--- config.mk ---
export PLATFORM = sky130hd
export DESIGN_NAME = conv_weight_fetcher_flat
export DESIGN_NICKNAME = d
export VERILOG_FILES = /design/src/rtl/conv_weight_fetcher_if.sv /design/src/rtl/conv_weight_fetcher.sv /design/src/flat_wrapper.sv
export SDC_FILE = /design/constraint.sdc
export NUM_CORES = 1
export LEC_CHECK = 0
export CAP_MARGIN = 30
export CORE_UTILIZATION = 55
export DETAILED_ROUTE_END_ITERATION = 12
export PLACE_DENSITY_LB_ADDON = 0.3
export SLEW_MARGIN = 20
export SYNTH_ARGS = -nofsm -noshare
export SYNTH_HDL_FRONTEND = slang
export SYNTH_SLANG_ARGS = --single-unit
--- constraint.sdc ---
create_clock -name clk -period 3.95 [get_ports clk]
set_input_delay 0.79 -clock clk [delete_from_list [all_inputs] [get_ports clk]]
set_output_delay 0.79 -clock clk [all_outputs]
set_load 0.02 [all_outputs]
--- src/rtl/conv_weight_fetcher_if.sv ---
// Bundle between the weight fetcher, the weight ROM and the conv engine:
// run control, ROM read port and the weight stream.
interface conv_weight_fetcher_if #(
    parameter int CONV_CHANNEL = 4,
    parameter int KERNEL_SIZE  = 25,
    parameter int DATA_WIDTH   = 8
);
    localparam int ADDR_WIDTH = $clog2(KERNEL_SIZE);
    localparam int WORD_WIDTH = DATA_WIDTH * CONV_CHANNEL;

    logic                  start;
    logic                  abort;
    logic                  busy;
    logic                  done;
    logic                  rom_en;
    logic [ADDR_WIDTH-1:0] rom_addr;
    logic [WORD_WIDTH-1:0] rom_data;
    logic                  w_valid;
    logic                  w_ready;
    logic [WORD_WIDTH-1:0] w_data;
    logic [ADDR_WIDTH-1:0] w_idx;
    logic                  w_last;

    modport master (
        input  start, abort, rom_data, w_ready,
        output busy, done, rom_en, rom_addr, w_valid, w_data, w_idx, w_last
    );

    modport slave (
        output start, abort, rom_data, w_ready,
        input  busy, done, rom_en, rom_addr, w_valid, w_data, w_idx, w_last
    );
endinterface

--- src/rtl/conv_weight_fetcher.sv ---
// Walks the weight ROM once per run and streams each packed word to the conv
// engine, hiding the ROM's one-cycle read latency behind a 2-entry buffer.
module conv_weight_fetcher #(
    parameter int CONV_CHANNEL = 4,
    parameter int KERNEL_SIZE  = 25,
    parameter int DATA_WIDTH   = 8
) (
    input  logic                 clk,
    input  logic                 rst_n,
    conv_weight_fetcher_if.master bus
);
    localparam int ADDR_WIDTH = $clog2(KERNEL_SIZE);
    localparam int CNT_WIDTH  = $clog2(KERNEL_SIZE + 1);
    localparam logic [CNT_WIDTH-1:0]  KSIZE    = CNT_WIDTH'(KERNEL_SIZE);
    localparam logic [ADDR_WIDTH-1:0] LAST_IDX = ADDR_WIDTH'(KERNEL_SIZE - 1);

    typedef enum logic {IDLE, RUN} state_t;

    typedef struct packed {
        logic                                   last;
        logic [ADDR_WIDTH-1:0]                  idx;
        logic [CONV_CHANNEL-1:0][DATA_WIDTH-1:0] data;
    } entry_t;

    state_t                state_q, state_d;
    logic [CNT_WIDTH-1:0]  issue_cnt_q, issue_cnt_d;
    logic                  inflight_q, inflight_d;
    logic [ADDR_WIDTH-1:0] addr_q, addr_d;
    logic [1:0]            count_q, count_d;
    logic                  rd_ptr_q, rd_ptr_d;
    logic                  wr_ptr_q, wr_ptr_d;
    entry_t [1:0]          buf_q, buf_d;
    logic                  done_q, done_d;

    logic   run, pop, push, issue;
    logic [1:0] occ;
    entry_t head;

    assign run  = (state_q == RUN);
    assign head = buf_q[rd_ptr_q];
    assign pop  = (count_q != 2'd0) && bus.w_ready;
    assign push = inflight_q;
    assign occ  = count_q + 2'(inflight_q);

    // A slot freed by this cycle's pop may be refilled by a read issued now,
    // which keeps one word per cycle flowing with a 2-deep buffer.
    assign issue = run && (issue_cnt_q < KSIZE) &&
                   ((occ < 2'd2) || ((occ == 2'd2) && pop));

    always_comb begin
        state_d     = state_q;
        issue_cnt_d = issue_cnt_q;
        inflight_d  = 1'b0;
        addr_d      = addr_q;
        count_d     = count_q + 2'(push) - 2'(pop);
        rd_ptr_d    = rd_ptr_q;
        wr_ptr_d    = wr_ptr_q;
        buf_d       = buf_q;
        done_d      = 1'b0;

        if (issue) begin
            issue_cnt_d = issue_cnt_q + CNT_WIDTH'(1);
            addr_d      = issue_cnt_q[ADDR_WIDTH-1:0];
            inflight_d  = 1'b1;
        end

        // addr_q still holds the address of the read now returning
        if (push) begin
            buf_d[wr_ptr_q].data = bus.rom_data;
            buf_d[wr_ptr_q].idx  = addr_q;
            buf_d[wr_ptr_q].last = (addr_q == LAST_IDX);
            wr_ptr_d             = ~wr_ptr_q;
        end

        if (pop) begin
            rd_ptr_d = ~rd_ptr_q;
        end

        case (state_q)
            IDLE: begin
                if (bus.start) begin
                    state_d     = RUN;
                    issue_cnt_d = '0;
                end
            end
            RUN: begin
                if (bus.abort) begin
                    state_d    = IDLE;
                    inflight_d = 1'b0;
                    count_d    = 2'd0;
                    rd_ptr_d   = 1'b0;
                    wr_ptr_d   = 1'b0;
                end else if (pop && head.last) begin
                    state_d = IDLE;
                    done_d  = 1'b1;
                end
            end
            default: state_d = IDLE;
        endcase
    end

    always_ff @(posedge clk or negedge rst_n) begin
        if (!rst_n) begin
            state_q     <= IDLE;
            issue_cnt_q <= '0;
            inflight_q  <= 1'b0;
            addr_q      <= '0;
            count_q     <= 2'd0;
            rd_ptr_q    <= 1'b0;
            wr_ptr_q    <= 1'b0;
            buf_q       <= '0;
            done_q      <= 1'b0;
        end else begin
            state_q     <= state_d;
            issue_cnt_q <= issue_cnt_d;
            inflight_q  <= inflight_d;
            addr_q      <= addr_d;
            count_q     <= count_d;
            rd_ptr_q    <= rd_ptr_d;
            wr_ptr_q    <= wr_ptr_d;
            buf_q       <= buf_d;
            done_q      <= done_d;
        end
    end

    assign bus.busy     = run;
    assign bus.done     = done_q;
    assign bus.rom_en   = issue;
    assign bus.rom_addr = issue ? issue_cnt_q[ADDR_WIDTH-1:0] : addr_q;
    assign bus.w_valid  = (count_q != 2'd0);
    assign bus.w_data   = head.data;
    assign bus.w_idx    = head.idx;
    assign bus.w_last   = head.last;
endmodule
--- src/flat_wrapper.sv ---
// flat-port wrapper written by rule: the top's interface ports become plain ports
module conv_weight_fetcher_flat 
#(
    parameter int CONV_CHANNEL = 4,
    parameter int KERNEL_SIZE  = 25,
    parameter int DATA_WIDTH   = 8
)
  (clk, rst_n, bus_start, bus_abort, bus_rom_data, bus_w_ready, bus_busy, bus_done, bus_rom_en, bus_rom_addr, bus_w_valid, bus_w_data, bus_w_idx, bus_w_last);
  conv_weight_fetcher_if #(.CONV_CHANNEL(CONV_CHANNEL), .KERNEL_SIZE(KERNEL_SIZE), .DATA_WIDTH(DATA_WIDTH)) bus_i ();
  input  logic clk;
  input  logic rst_n;
  input wire logic [$bits(bus_i.start)-1:0] bus_start;
  input wire logic [$bits(bus_i.abort)-1:0] bus_abort;
  input wire logic [$bits(bus_i.rom_data)-1:0] bus_rom_data;
  input wire logic [$bits(bus_i.w_ready)-1:0] bus_w_ready;
  output wire logic [$bits(bus_i.busy)-1:0] bus_busy;
  output wire logic [$bits(bus_i.done)-1:0] bus_done;
  output wire logic [$bits(bus_i.rom_en)-1:0] bus_rom_en;
  output wire logic [$bits(bus_i.rom_addr)-1:0] bus_rom_addr;
  output wire logic [$bits(bus_i.w_valid)-1:0] bus_w_valid;
  output wire logic [$bits(bus_i.w_data)-1:0] bus_w_data;
  output wire logic [$bits(bus_i.w_idx)-1:0] bus_w_idx;
  output wire logic [$bits(bus_i.w_last)-1:0] bus_w_last;
  assign bus_i.start = bus_start;
  assign bus_i.abort = bus_abort;
  assign bus_i.rom_data = bus_rom_data;
  assign bus_i.w_ready = bus_w_ready;
  assign bus_busy = bus_i.busy;
  assign bus_done = bus_i.done;
  assign bus_rom_en = bus_i.rom_en;
  assign bus_rom_addr = bus_i.rom_addr;
  assign bus_w_valid = bus_i.w_valid;
  assign bus_w_data = bus_i.w_data;
  assign bus_w_idx = bus_i.w_idx;
  assign bus_w_last = bus_i.w_last;
  conv_weight_fetcher #(.CONV_CHANNEL(CONV_CHANNEL), .KERNEL_SIZE(KERNEL_SIZE), .DATA_WIDTH(DATA_WIDTH)) u_core (.clk(clk), .rst_n(rst_n), .bus(bus_i));
endmodule
Word level (Yosys, flattened, before mapping) --
Cells that the tools add are included.
Word-level totals: bits in registers 93, bits in latches 0, memory bits (writable) 0, memory bits (read-only) 0, bits of input ports 37, output and inout bits 47, logic and storage cells 74, memories 0
Operators by class: add/subtract/negate cells 3, multiply operators 0, div/mod/pow operators 0, magnitude comparators 5, eq/ne operators 2, shifts and indexed selects 0, mux-type cells 33, bitwise operators 3, reductions and logical operators 8
Operators by type and width (number):
- $bwmux W76 | 3
- $demux W38 S1 | 3
- $mux W38 | 3
- $mux W37 | 1
- $mux W32 | 1
- $mux W5 | 4
- $mux W1 | 15
- $logic_and A1 B1 Y1 | 6
- $add A5 B1 Y5 const B | 1
- $eq A5 B5 Y1 const B | 1
- $lt A5 B5 Y1 const B | 1
- $lt A1 B2 Y1 const B | 2
- $mux W2 | 2
- $not A1 Y1 | 3
- $add A2 B1 Y2 | 1
- $eq A2 B2 Y1 const B | 1
- $lt A2 B2 Y1 const B | 1
- $pmux W1 S2 | 1
- $reduce_bool A2 Y1 | 1
- $sub A2 B1 Y2 | 1
- $ge A1 B1 Y1 const B | 1
- $logic_or A1 B1 Y1 | 1

Longest topological paths before layout --
word-level depth 8, mapped depth 6, mapped depth without buffers 6

Least setup slack after synthesis --
Ideal clock, no wire load.
path kind input to output, start point in bus_w_ready, end point out bus_rom_addr[0], arrival time 1.736 ns, data required time 3.160 ns, setup slack 1.424 ns, cell stages on the path 4, path buffers 1, cells stage by stage nand2b_1 -> a2111o_1 -> buf_6 -> mux2_4
Between the ends: cells in the longest elaborated chain, start to end 5
RTL lines:
- start, declared | RTL line flat_wrapper.sv:15 | input wire logic [$bits(bus_i.w_ready)-1:0] bus_w_ready;
- $logic_and A1 B1 Y1 | RTL line conv_weight_fetcher.sv:41 | assign pop = (count_q != 2'd0) && bus.w_ready;
- $logic_and A1 B1 Y1 | RTL line conv_weight_fetcher.sv:48 | ((occ < 2'd2) || ((occ == 2'd2) && pop));
- $logic_or A1 B1 Y1 | RTL line conv_weight_fetcher.sv:48
- $logic_and A1 B1 Y1 | RTL line conv_weight_fetcher.sv:47 | assign issue = run && (issue_cnt_q < KSIZE) &&
- $mux W5 | RTL line conv_weight_fetcher.sv:129 | assign bus.rom_addr = issue ? issue_cnt_q[ADDR_WIDTH-1:0] : addr_q;
- end, declared | RTL line flat_wrapper.sv:19 | output wire logic [$bits(bus_i.rom_addr)-1:0] bus_rom_addr;
No other way between the ends.

Final worst setup path --
start point in bus_w_ready, end point out bus_rom_addr[2]
The elaborated chain is that of the path after synthesis.

==> flow_metrics.tcl <==
set metrics [dict create \
    status "finished clean" \
    cpPeakStageDelay_ps 600 \
    yosys_warnings 0 \
    ys_ff_latch 93 \
    vdd_drop_max_v 0.000434 \
    critPathLaunch "bus_w_ready" \
    avgSynthCellArea_um2 14.8 \
    cp.depth 5 \
    ctsResizeCount 0 \
    io_buffers 83 \
    pre_cts_ws_ps 294 \
    stdcell_count 460 \
    post_cts_buffers 0 \
    cts.root.buffer_cell "clkbuf_8" \
    finalMaxSlewViolations 0 \
    rows 30 \
    hp-class "in2async" \
    fp.dieH_um 87.8 \
    grtUsageTotal_pct 20.9 \
    worst_pin_slew_ps 577 \
    path_clk_slew_ps 80 \
    cp_top_family "buffers and inverters" \
    synth_edf_count 0 \
    finalHoldViolCount 0 \
    drive_gt1_share_pct 39.0 \
    crit_buf_inv 2 \
    dieArea_um2 7700 \
    ctsHoldBuffers 0 \
    antenna_cells 0 \
    io_pins 84 \
    placedCellCount 443 \
    initial_utilization_pct 58.3 \
    worstReg2RegStart "u_core.count_q[0]" \
    drt_wl_total_um 7460 \
    reg2reg_to "u_core.issue_cnt_q[3]" \
    numCtsBuffers 9 \
    r2r_slack_ps 1920 \
    ys_async_sr_fraction_pct 100 \
    crit_chain "clkdlybuf4s50_1, nand2b_1, a2111o_1, mux2_4, clkdlybuf4s50_1" \
    r2r_cells 6 \
    grt_pass1_wl_um 12100 \
    ys_seq_area_share_pct 57.5 \
    path_max_fanout 11 \
    cts_tree "done" \
    min_period_ps 3660 \
    fin_nets 402 \
    max-clock-path-buffers 2 \
    grt_max_degree 46 \
    fin_setup_tns_ps 0 \
    skew_ps 13.5 \
    drc 0 \
    grt_pass1_vias 2557 \
    first_pass_iters 4 \
    synthCells 273 \
    num_vias 2429 \
    slew_headroom_pct 61.6 \
    cp.arrival_ps 2870 \
    dp_hpwl_um 4970 \
    ant_nets 0 \
    layout_setup_ws_ps 290 \
    worstSetupPathType "in2out" \
    antenna_found_initial 0 \
    yosysUniqueCellTypes 26 \
    required_ps 3160 \
    clock-sinks 93 \
    vias_per_cell 5.28 \
    total_power_mw 4.28 \
    synth.net_count 315 \
    clkLatencyLatePin_ps 350 \
    startpoint_type "input pin" \
    setup_viol 0 \
    place.gp.congestion 0.769 \
    drtIter0Drc 90 \
    syn2layout_area_growth_pct 29.0 \
    pwr_density_cell_nw_per_um2 820 \
    slowest_stage "a2111o_1" \
    end_kind "primary output" \
    p_leak_nw 2.28 \
    cpMostUsedCell "clkdlybuf4s50_1" \
    fmax_mhz 273 \
    post-route-period-util_pct 92.7 \
    drv_cap 0 \
    grt_overflow 0 \
    synth_area_um2 4050 \
    die_x_um 87.8 \
    htreeDepth 3 \
    core-area_um2 6940 \
    rsz0062_at_grt "no" \
    wl_per_cell_um 16.2 \
    synthFlopType "dfrtp_1" \
    utilization_pct 75.2 \
]
==> cell usage after synthesis (all sizes together) (3+ instances only) <==
| library cell | instances | area [um^2] |
|---|---|---|
| dfrtp | 93 | 2330 |
| nand2 | 10 | 37.5 |
| a21oi | 4 | 20.0 |
| mux2 | 118 | 1350 |
| buf | 8 | 41.3 |
| o21ai | 3 | 15.0 |
| inv | 6 | 22.5 |
| clkbuf | 5 | 18.8 |
| ha | 5 | 62.6 |
==> metal layers <==
metal	routed length, um	GRT usage (%)	vias to the layer above
met1	3320	26.4	1213
met2	3640	34.7	56
met3	397	5.18	11
met4	104	8.35	0
met5	0	0	-
li1	-	-	1149
==> final cells by class <==
cell class / count / area, um^2
Timing Repair Buffer: 89 / 906
Multi-Input combinational cell: 161 / 1640
Tap cell: 96 / 120
Inverter: 6 / 22.5
Clock buffer: 14 / 173
Fill cell: 446 / 1720
Clock inverter: 1 / 30.0
Sequential cell: 93 / 2330
==> per-stage QoR <==
step	cell area [um^2]	hold slack, ps
floorplan	4050	472
global route	5220	454
finish	5220	433
global placement	4970	483
CTS	5170	441
detailed placement	4970	491
==> flip-flops by register name (all words and copies together) (netlist names) <==
register,count
u_core.buf_q,76
u_core.count_q,2
u_core.issue_cnt_q,5
u_core.rd_ptr_q,1
u_core.inflight_q,1
u_core.bus.busy,1
u_core.wr_ptr_q,1
u_core.addr_q,5
u_core.bus.done,1
==> worst max path at each step <==
stage | endpoint | slack (ps)
3_5_place_dp | bus_rom_addr[2] | 290
2_1_floorplan | bus_rom_addr[0] | 1420
5_1_grt | bus_rom_addr[4] | 240
3_3_place_gp | bus_rom_addr[4] | 300
6_report | bus_rom_addr[2] | 290
4_1_cts | bus_rom_addr[2] | 280
==> cell families (layout without fill, tap and decap cells) <==
family	Yosys count	after routing	synth area share, %
mux	120	120	33.8
flops	93	93	57.5
simple gates	23	23	2.88
buf+inv	19	110	2.04
compound gates	10	10	1.55
fa+ha+maj	5	5	1.55
xor+xnor	3	3	0.650
==> cell usage in the layout, fill, tap and decap left out, types with 2 or more instances in the layout <==
cell type,n
nor3b_1,2
dfrtp_1,92
mux2i_1,2
mux2_2,113
ha_1,3
ha_2,2
mux2_4,5
nor2_1,2
clkbuf_1,2
nand4_1,2
inv_1,6
clkbuf_8,12
nand2b_1,2
clkdlybuf4s50_1,82
a21oi_1,4
buf_4,5
o21ai_0,3
xor2_1,2
nand2_1,10
nand3_1,2
==> worst register-to-register path, cell delays in order (launching register included) <==
cell      delay (ps)
dfrtp_1          400
ha_1             300
nand2b_1         150
a2111o_1         600
inv_1            190
nand4_1          130
mux2i_1          140
==> report_power, final <==
part / switching (mW) / total (mW) / leakage (nW) / internal (mW)
Sequential: 0.257 / 1.62 / 1.15 / 1.36
Combinational: 0.848 / 2.02 / 1.02 / 1.17
Clock: 0.300 / 0.642 / 0.103 / 0.342
(Power assumes the default switching activity.)
